`src/rtl/trap_pkg.sv`:
```
// -----------------------------------------------------------------------------
// trap_pkg
// Constants shared by the trap controller and its CSR file: exception codes,
// trap CSR addresses, controller state encoding, and the helper that picks the
// trap value (mtval) for a given cause.
// -----------------------------------------------------------------------------
package trap_pkg;

   // Exception codes as produced by the exception signals handler.
   localparam logic [3:0] E_FETCH_ADDR_MISALIGNED = 4'd0;
   localparam logic [3:0] E_ILLEGAL_INSTR         = 4'd2;
   localparam logic [3:0] E_LOAD_ADDR_MISALIGNED  = 4'd4;
   localparam logic [3:0] E_LOAD_ACCESS_FAULT     = 4'd5;
   localparam logic [3:0] E_STORE_ADDR_MISALIGNED = 4'd6;
   localparam logic [3:0] E_STORE_ADDR_FAULT      = 4'd7;
   localparam logic [3:0] E_ECALL                 = 4'd11;
   localparam logic [3:0] E_SP_OUT_OF_RANGE       = 4'd14;
   localparam logic [3:0] NO_E                    = 4'd15;

   // Machine-mode trap CSR addresses.
   localparam logic [11:0] CSR_MEPC   = 12'h341;
   localparam logic [11:0] CSR_MCAUSE = 12'h342;
   localparam logic [11:0] CSR_MTVAL  = 12'h343;

   typedef enum logic [1:0] {
      S_BOOT    = 2'd0,
      S_RUN     = 2'd1,
      S_HANDLER = 2'd2,
      S_HALT    = 2'd3
   } state_t;

   // Address faults report the effective address, instruction faults report
   // the faulting PC, everything else reports zero.
   function automatic logic [31:0] trap_value(input logic [3:0]  code,
                                              input logic [31:0] pc,
                                              input logic [31:0] addr);
      logic [31:0] val;
      case (code)
         E_LOAD_ADDR_MISALIGNED,
         E_LOAD_ACCESS_FAULT,
         E_STORE_ADDR_MISALIGNED,
         E_STORE_ADDR_FAULT:      val = addr;
         E_FETCH_ADDR_MISALIGNED,
         E_ILLEGAL_INSTR:         val = pc;
         default:                 val = 32'h0;
      endcase
      return val;
   endfunction

endpackage

```
`src/rtl/trap_controller_csr.sv`:
```
// -----------------------------------------------------------------------------
// trap_csr_file
// Holds mepc, mcause and mtval. A trap load has priority over a software
// write; the caller is responsible for gating i_we by state and by any
// redirect in the same cycle. Reads are combinational.
//
// Ports:
//   i_clk, i_rst_n    clock / asynchronous active-low reset
//   i_trap            load all three CSRs from the trap inputs
//   i_trap_pc         value for mepc on a trap
//   i_trap_cause      4-bit cause, zero-extended into mcause
//   i_trap_tval       value for mtval on a trap
//   i_we              qualified software write
//   i_addr            CSR address (read and write)
//   i_wdata           software write data
//   o_rdata           read data, 0 for unmapped addresses
//   o_mepc            current mepc, used as the mret target
// -----------------------------------------------------------------------------
module trap_csr_file
   import trap_pkg::*;
#(
   parameter logic [31:0] TEXT_BASE = 32'h0008_0000
) (
   input  logic        i_clk,
   input  logic        i_rst_n,
   input  logic        i_trap,
   input  logic [31:0] i_trap_pc,
   input  logic [3:0]  i_trap_cause,
   input  logic [31:0] i_trap_tval,
   input  logic        i_we,
   input  logic [11:0] i_addr,
   input  logic [31:0] i_wdata,
   output logic [31:0] o_rdata,
   output logic [31:0] o_mepc
);

   logic [31:0] mepc;
   logic [31:0] mcause;
   logic [31:0] mtval;

   // NOTE: sequential state is written with non-blocking assignments only, so
   // every register samples the values that existed before the edge.
   always_ff @(posedge i_clk or negedge i_rst_n) begin
      if (!i_rst_n) begin
         mepc   <= TEXT_BASE;
         mcause <= 32'h0;
         mtval  <= 32'h0;
      end else if (i_trap) begin
         mepc   <= i_trap_pc;
         mcause <= {28'h0, i_trap_cause};
         mtval  <= i_trap_tval;
      end else if (i_we) begin
         case (i_addr)
            CSR_MEPC:   mepc   <= {i_wdata[31:2], 2'b00};  // word-aligned return target
            CSR_MCAUSE: mcause <= i_wdata;
            CSR_MTVAL:  mtval  <= i_wdata;
            default:    ;
         endcase
      end
   end

   // NOTE: every combinational output gets a default before the case so no
   // latch is inferred for unmapped addresses.
   always_comb begin
      o_rdata = 32'h0;
      case (i_addr)
         CSR_MEPC:   o_rdata = mepc;
         CSR_MCAUSE: o_rdata = mcause;
         CSR_MTVAL:  o_rdata = mtval;
         default:    ;
      endcase
   end

   assign o_mepc = mepc;

endmodule

```
`src/rtl/trap_controller.sv`:
```
// -----------------------------------------------------------------------------
// trap_controller
// Turns fetch- and execute-stage exception codes into precise machine-mode
// traps. Shadows the fetch code alongside the F/D and D/E registers, picks
// the effective cause for the instruction in E, runs the boot/run/handler/halt
// state machine and owns the trap-caused flush and PC redirect.
//
// Ports:
//   i_clk, i_rst_n          clock / asynchronous active-low reset
//   i_exception_code_f/e    fetch / execute exception codes (NO_E when clean)
//   i_pc_e, i_alu_out_e     PC and effective address of the instruction in E
//   i_mret_e                mret in E
//   i_stall_d               F/D register hold
//   i_flush_d, i_flush_e    pipeline flushes of D and E
//   i_csr_addr              CSR address for reads and writes
//   i_csr_we_e, i_csr_wdata_e  CSR write in E
//   o_csr_rdata             combinational CSR read
//   o_redirect, o_redirect_pc  PC override, same cycle as the decision
//   o_flush_all             flush F/D/E, identical to o_redirect
//   o_reset_permission      registered: state is S_BOOT
//   o_trap_permission       registered: state is S_HANDLER
//   o_halt                  registered: state is S_HALT (double fault, sticky)
// -----------------------------------------------------------------------------
module trap_controller
   import trap_pkg::*;
#(
   parameter logic [31:0] TRAP_BASE = 32'h0000_0000,
   parameter logic [31:0] TEXT_BASE = 32'h0008_0000
) (
   input  logic        i_clk,
   input  logic        i_rst_n,
   input  logic [3:0]  i_exception_code_f,
   input  logic [3:0]  i_exception_code_e,
   input  logic [31:0] i_pc_e,
   input  logic [31:0] i_alu_out_e,
   input  logic        i_mret_e,
   input  logic        i_stall_d,
   input  logic        i_flush_d,
   input  logic        i_flush_e,
   input  logic [11:0] i_csr_addr,
   input  logic        i_csr_we_e,
   input  logic [31:0] i_csr_wdata_e,
   output logic [31:0] o_csr_rdata,
   output logic        o_redirect,
   output logic [31:0] o_redirect_pc,
   output logic        o_flush_all,
   output logic        o_reset_permission,
   output logic        o_trap_permission,
   output logic        o_halt
);

   state_t      state;
   state_t      state_next;
   logic [3:0]  fc_d;
   logic [3:0]  fc_e;
   logic [3:0]  cause;
   logic [3:0]  trap_cause;
   logic        trap;
   logic        csr_we;
   logic [31:0] mepc;

   // A fetch fault travelling with the instruction outranks any execute fault
   // the same instruction raises.
   assign cause = (fc_e != NO_E) ? fc_e : i_exception_code_e;

   always_comb begin
      state_next    = state;
      trap          = 1'b0;
      trap_cause    = cause;
      o_redirect    = 1'b0;
      o_redirect_pc = TRAP_BASE;
      case (state)
         S_BOOT, S_HANDLER: begin
            if (cause != NO_E) begin
               // Fault with no handler to take it: halt and freeze fetch now.
               state_next    = S_HALT;
               o_redirect    = 1'b1;
               o_redirect_pc = i_pc_e;
            end else if (i_mret_e) begin
               state_next    = S_RUN;
               o_redirect    = 1'b1;
               o_redirect_pc = mepc;
            end
         end
         S_RUN: begin
            if (cause != NO_E) begin
               trap = 1'b1;
            end else if (i_mret_e) begin
               // mret is privileged to the handler; in user code it is illegal.
               trap       = 1'b1;
               trap_cause = E_ILLEGAL_INSTR;
            end
            if (trap) begin
               state_next    = S_HANDLER;
               o_redirect    = 1'b1;
               o_redirect_pc = TRAP_BASE;
            end
         end
         S_HALT: begin
            // Re-fetching the instruction in E forever keeps the core frozen.
            o_redirect    = 1'b1;
            o_redirect_pc = i_pc_e;
         end
         default: ;
      endcase
   end

   assign o_flush_all = o_redirect;

   // Software CSR writes only from privileged states, and never in a cycle
   // that redirects (trap, mret or halt entry all drop the write).
   assign csr_we = i_csr_we_e && !o_redirect &&
                   ((state == S_BOOT) || (state == S_HANDLER));

   always_ff @(posedge i_clk or negedge i_rst_n) begin
      if (!i_rst_n) begin
         state              <= S_BOOT;
         o_reset_permission <= 1'b1;
         o_trap_permission  <= 1'b0;
         o_halt             <= 1'b0;
      end else begin
         state              <= state_next;
         o_reset_permission <= (state_next == S_BOOT);
         o_trap_permission  <= (state_next == S_HANDLER);
         o_halt             <= (state_next == S_HALT);
      end
   end

   // Fetch-code shadow of the F/D and D/E pipeline registers.
   always_ff @(posedge i_clk or negedge i_rst_n) begin
      if (!i_rst_n) begin
         fc_d <= NO_E;
         fc_e <= NO_E;
      end else begin
         if (o_flush_all || i_flush_d)
            fc_d <= NO_E;
         else if (!i_stall_d)
            fc_d <= i_exception_code_f;

         if (o_flush_all || i_flush_e)
            fc_e <= NO_E;
         else
            fc_e <= fc_d;
      end
   end

   trap_csr_file #(
      .TEXT_BASE (TEXT_BASE)
   ) u_csr (
      .i_clk        (i_clk),
      .i_rst_n      (i_rst_n),
      .i_trap       (trap),
      .i_trap_pc    (i_pc_e),
      .i_trap_cause (trap_cause),
      .i_trap_tval  (trap_value(trap_cause, i_pc_e, i_alu_out_e)),
      .i_we         (csr_we),
      .i_addr       (i_csr_addr),
      .i_wdata      (i_csr_wdata_e),
      .o_rdata      (o_csr_rdata),
      .o_mepc       (mepc)
   );

endmodule

```
`config.mk`:
```
export PLATFORM = sky130hd
export DESIGN_NAME = trap_controller
export DESIGN_NICKNAME = d
export VERILOG_FILES = /design/src/rtl/trap_pkg.sv /design/src/rtl/trap_controller_csr.sv /design/src/rtl/trap_controller.sv
export SDC_FILE = /design/constraint.sdc
export NUM_CORES = 1
export LEC_CHECK = 0
export BUFFER_PORTS_ARGS = -buffer_cell sky130_fd_sc_hd__buf_2
export CAP_MARGIN = 10
export CORE_ASPECT_RATIO = 1.75
export CORE_UTILIZATION = 30
export DETAILED_ROUTE_END_ITERATION = 8
export GPL_ROUTABILITY_DRIVEN = 0
export GPL_TIMING_DRIVEN = 0
export PLACE_DENSITY_LB_ADDON = 0.2
export SLEW_MARGIN = 10
export SYNTH_ARGS = -nofsm -noshare
export SYNTH_HDL_FRONTEND = slang
export SYNTH_SLANG_ARGS = --single-unit
```
`constraint.sdc`:
```
create_clock -name i_clk -period 2.8 [get_ports i_clk]
set_clock_uncertainty 0.2 [all_clocks]
set_input_delay 0.28 -clock i_clk [delete_from_list [all_inputs] [get_ports i_clk]]
set_output_delay 0.28 -clock i_clk [all_outputs]
set_load 0.1 [all_outputs]
```
; ---- Word level (Yosys, flattened, before mapping)
; Cells that the tools add are included.
[totals]
regBits = 109
inputBits = 123
[op_classes]
eq_ne = 16
mux = 31
n_reduce_logical = 19
[ops]
columns = cell, n
row1 = 32-bit two-way mux, 11
row2 = 32-bit one-hot mux with 3 select lines, 2
row3 = 32-bit one-hot mux with 2 select lines, 1
row4 = 12-bit by 10-bit == test with 1-bit output (second input constant), 3
row5 = 4-bit two-way mux, 7
row6 = 4-bit by 3-bit == test with 1-bit output (second input constant), 4
row7 = 2-bit == test (second input constant), 4
row8 = 4-bit inequality test (second input constant), 2
row9 = 2-bit nonzero test, 4
row10 = 2-bit two-way mux, 3
row11 = 2-bit AND reduction, 3
row12 = 1-bit two-way mux, 5
row13 = 4-bit by 2-bit == test with 1-bit output (second input constant), 1
row14 = 2-bit zero test, 2
row15 = 4-bit zero test, 1
row16 = 2-bit one-hot mux with 2 select lines, 1
row17 = 2-bit OR reduction, 2
row18 = 4-bit OR reduction, 1
row19 = 1-bit logical OR, 3
row20 = 1-bit one-hot mux with 3 select lines, 1
row21 = 2-bit by 1-bit == test with 1-bit output (second input constant), 1
row22 = 1-bit logical AND, 2
row23 = 2-bit by 1-bit inequality test with 1-bit output (second input constant), 1
row24 = 1-bit zero test, 1

; ---- Depth between registers and ports, before layout
[logic_depth]
word_depth = 12
ltp_mapped = 8
mapped_depth_nobuf = 4

; ---- Hierarchy
; From an unflattened synthesis, not the netlist that was laid out.
[unflattened]
hier_cells = 721
hier_area_um2 = 7055.5
[by_module_without_submodules]
columns = module, instances, cells_each, area_per_inst_um2
row1 = trap_csr_file, 1, 461, 5107.4
row2 = trap_controller, 1, 260, 1948.1

; ---- Worst setup path after synthesis
; Ideal clock, no wire load.
[synth_timing]
kind = register -> output
startpoint = register fc_e[0]
endpoint = output o_redirect_pc[10]
arrival_ns = 2.521
required_time_ns = 2.320
path_slack_ns = -0.201
path_stages_with_launch = 8
n_path_buf = 3
cell_sequence = dfstp_2 buf_2 and4_1 buf_2 nand2_1 nor3b_1 clkbuf_1 a22o_1
[synth_between]
elab_chain_len = 5
[synth_rtl]
columns = element, line_no
row1 = "start, declared", trap_controller.sv:55  ; logic [3:0] fc_e;
row2 = "start signal, assigned", trap_controller.sv:133  ; fc_e <= NO_E;
row3 = "start signal, assigned", trap_controller.sv:141  ; fc_e <= NO_E;
row4 = "start signal, assigned", trap_controller.sv:143  ; fc_e <= fc_d;
row5 = 4-bit inequality test, trap_controller.sv:64  ; assign cause = (fc_e != NO_E) ? fc_e : i_exception_code_e;
row6 = 4-bit two-way mux (*), trap_controller.sv:64
row7 = 4-bit inequality test (*), trap_controller.sv:74  ; if (cause != NO_E) begin
row8 = 32-bit two-way mux (*), trap_controller.sv:74
row9 = 32-bit one-hot mux with 3 select lines (*), trap_controller.sv:72  ; case (state)
row10 = "end, declared", trap_controller.sv:45  ; output logic [31:0] o_redirect_pc,
; Mark *: on every way between the ends. The rest lies on a longest branch, timed or not.

; ---- Worst setup path in the final report
[layout_timing]
startpoint = register fc_e[2]
endpoint = output o_redirect
[layout_between]
elab_chain_len = 7
[layout_rtl]
columns = element, line_no
row1 = 4-bit inequality test, trap_controller.sv:64
row2 = 4-bit two-way mux (*), trap_controller.sv:64
row3 = 4-bit inequality test (*), "trap_controller.sv:74, trap_controller.sv:86"
row4 = 1-bit two-way mux (*), trap_controller.sv:86  ; if (cause != NO_E) begin
row5 = 1-bit two-way mux, trap_controller.sv:72
row6 = 1-bit two-way mux, trap_controller.sv:93  ; if (trap) begin
row7 = 1-bit one-hot mux with 3 select lines (*), trap_controller.sv:72
row8 = "end, declared", trap_controller.sv:44  ; output logic o_redirect,
; Mark *: on every way between the ends. The rest lies on a longest branch, timed or not. The select of a mux whose other input is x is not followed.

==> run summary <==
WHS -> -0.0006760 ns
port bufs -> 188
CTS clk-pin slew, worst paths -> 0.09 ns
CP arrival -> 2.34 ns
CTS sink count -> 109
Pleak -> 4.605 nW
Tot GR Track Use -> 26.23%
share of layout cells above drive strength 1 -> 36.56%
Netlist cell types -> 46
period utilization -> 100.7%
CP Launch Type -> flop
Overflow after GRT -> 0
H-tree depth -> 3
Slew Limit Fails -> 0
combinational share of power -> 22.1%
nets -> 1204
Slew @ Worst Pin -> 0.8919 ns
endpoints failing hold -> 1
VDD IR max -> 0.2528 mV
syn avg cell area -> 8.909 sq um
Slew headroom -> 40.04%
vias per cell -> 5.911
first-pass GRT wire length -> 49740 um
largest net degree at the start of global routing -> 57
most used cell, CP -> buf_4
PnR worst setup slack -> -0.01914 ns
fmax -> 354.7 MHz
slowest stage delay, CP -> 0.57 ns
DP Worst Slack -> -0.9450 ns
Seq/Total Area, Yosys -> 36.35%
DR WL/cell -> 24.12 um
internal power -> 2.744 mW
Power, Total -> 4.070 mW
Gate Count Post-Synth -> 846
drt total wl -> 33730 um
sw power -> 1.325 mW
die height -> 211.7 um
crit path time final -> 2.819 ns
Synth Net Count -> 969
Worst EP required -> 2.32 ns
vias in the first global route -> 8331
DP HPWL -> 24440 um
# diodes -> 0
number of max-cap violations -> 0
Longest Clk Path Bufs -> 2
cell area after synthesis -> 7537 sq um
Flop pwr share -> 44.8%
Main synth FF type -> dfrtp_1
Crit. End Element -> output pin
Final setup violation count -> 1
RSZ-0062 raised after global routing -> true
drt first pass iters -> 7
CTS tree -> built
Core ar. -> 24630 sq um
Hold Crit Class -> primary input to flop
Power Density -> 403.4 nW/um^2
initial antenna violation count -> 0
area grow syn2layout -> 33.83%
cell row count -> 76
Sw Ratio -> 32.56%
Crit Path Class -> flop to output pin
worst-path cell chain -> buf_4, nand4_4, or3_4, a21o_1, buf_4, clkbuf_4
Die Wd -> 121.8 um
post-synthesis async set-or-reset flop share -> 100.0%
via count of the routed design -> 8264
Synth Register Bits -> 109
number of synthesized flops with an enable pin -> 0
Syn. warnings -> 0
initial core utilization -> 30.60%
Slowest-stage cell, CP -> dfstp_2
clock power share -> 33.1%
root cell of the clock tree -> clkbuf_16
clk_lat worst skew -> 0.37 ns
Top delay family on crit path -> simple AND/OR/NAND/NOR gates
crit path buf inv count -> 3
failing checks -> hold timing, setup timing
full die area -> 25790 sq um
Remaining DRCs -> 0
IO Count -> 192
status -> finished with violations
post-route ant nets -> 0
worst-path fanout max -> 10
DRT iter0 DRCs -> 712
CTS buffer count -> 9
==> cell type report <==
cell class | count | area (sq um)
timing repair buffer | 226 | 1650
multi-input combinational | 542 | 4094
tap | 312 | 390.4
sequential | 109 | 2740
fill | 2508 | 14540
inverter | 94 | 352.8
buffer | 99 | 573.1
clock buffer | 12 | 236.5
clock inverter | 4 | 50.05
==> flip-flops by register name, summed over array words and instances, names as in the netlist <==
register            count
fc_e                    4
u_csr.mcause           32
o_halt                  1
state                   2
u_csr.o_mepc           32
u_csr.mtval            32
fc_d                    4
o_trap_permission       1
o_reset_permission      1
==> power groups by stage <==
stage / Sequential, mW / Combinational [mW] / Clock (mW)
2_1_floorplan: 1.80 / 0.546 / 0
3_3_place_gp: 1.85 / 0.810 / 0
4_1_cts: 1.82 / 0.880 / 1.36
3_5_place_dp: 1.85 / 0.823 / 0
5_1_grt: 1.84 / 0.970 / 1.42
6_report: 1.82 / 0.899 / 1.35
==> synth_stat cells, types with 2 or more instances <==
master	instances	area (sq um)
a211oi_1	35	262.8
a221o_1	4	40.04
clkbuf_1	71	266.5
mux2_2	30	337.8
o21ai_0	28	140.1
nor3_2	13	130.1
nor3_1	22	110.1
a21oi_1	34	170.2
mux2i_1	5	50.05
nand4_1	30	187.7
dfstp_2	10	262.8
a22o_1	34	297.8
and4_1	3	26.28
a31oi_1	32	200.2
nor2_1	35	131.4
buf_2	16	80.08
buf_4	5	37.54
nand2_1	43	161.4
nor4_1	34	212.7
or4_1	2	15.01
a222oi_1	32	320.3
nor4_4	2	42.54
a41oi_1	32	280.3
nand4b_1	3	26.28
a21o_1	3	22.52
buf_6	6	67.56
nor4_2	2	25.02
inv_1	94	352.8
dfrtp_1	99	2477
a32oi_1	32	280.3
nand2b_1	9	56.30
buf_1	2	7.510
nor3b_1	2	15.01
mux2_1	30	337.8
==> worst reg2reg max path, stage by stage, from the launching register on <==
cell      delay, ns
dfstp_2        0.57
and4_1         0.21
buf_6          0.13
buf_4          0.11
and4_1         0.19
buf_2          0.23
clkbuf_1       0.53
a31oi_1        0.21
a211oi_1       0.30
==> routing by layer <==
layer	GRT usage (%)	wire length, um	vias up
met5	0	0	-
met4	14.39	1712	0
met3	3.852	2005	100
met2	48.06	18090	389
met1	28.23	11920	4055
li1	-	-	3720
==> cells in the final DEF (no fill, tap or decap), drive strengths merged, types with 2 or more instances in the layout <==
master	n
mux2i	5
clkbuf	80
nand4	31
a221o	4
and4	3
a211oi	35
a21o	3
a21oi	34
dlygate4sd3	14
nand2	43
o21ai	28
clkinvlp	2
a222oi	32
inv	94
nor3	35
nand2b	9
a31oi	32
a41oi	32
dfstp	10
a32oi	32
dfrtp	99
a22o	34
nor3b	2
nor2	35
nand4b	3
o31ai	2
nor4	38
or4	2
buf	243
mux2	60
==> per-stage QoR <==
step	cells	utilization, %	TNS, ns	instance area, sq um
finish	1398	40.96	-0.01914	10090
global route	1398	40.96	-0.5536	10090
CTS	1389	40.03	-0.9588	9859
detailed placement	1347	36.30	-57.37	8940
global placement	1346	36.16	-86.03	8906
floorplan	846	-	0	7575
==> worst paths after layout <==
path | from | to | slack [ns] | cells after the start
worst min-delay path | i_csr_wdata_e[11] | u_csr.mcause[11]$_DFFE_PN0P_ | -0.0007 | 3
worst max-delay path | fc_e[2]$_DFF_PN1_ | o_redirect | -0.02 | 6
min in group asynchronous | i_rst_n | o_trap_permission$_DFF_PN0_ | 0.26 | 2
worst max register to register | fc_e[2]$_DFF_PN1_ | u_csr.mtval[29]$_DFFE_PN0P_ | 0.04 | 8
max in group asynchronous | i_rst_n | u_csr.mcause[14]$_DFFE_PN0P_ | 1.44 | 3
worst min register to register | fc_d[2]$_DFFE_PN1P_ | fc_e[2]$_DFF_PN1_ | 0.30 | 1
==> logic make-up (layout without fill, tap and decap cells) <==
| logic type | after synthesis | after routing | synth area share, % |
|---|---|---|---|
| mux | 65 | 65 | 9.628 |
| simple gates | 206 | 206 | 15.77 |
| flops | 109 | 109 | 36.35 |
| compound gates | 271 | 271 | 27.41 |
| buf+inv | 195 | 435 | 10.84 |
==> timing repair <==
item | in CTS | in global routing
endpoints found under the hold margin | 61 | 0
resized for setup | 135 | 55
pin swaps | 7 | 2
buffers inserted | 13 | 10
endpoints found under the setup margin | 150 | 95
hold buffers | 14 | 0
(Power assumes the default switching activity.)
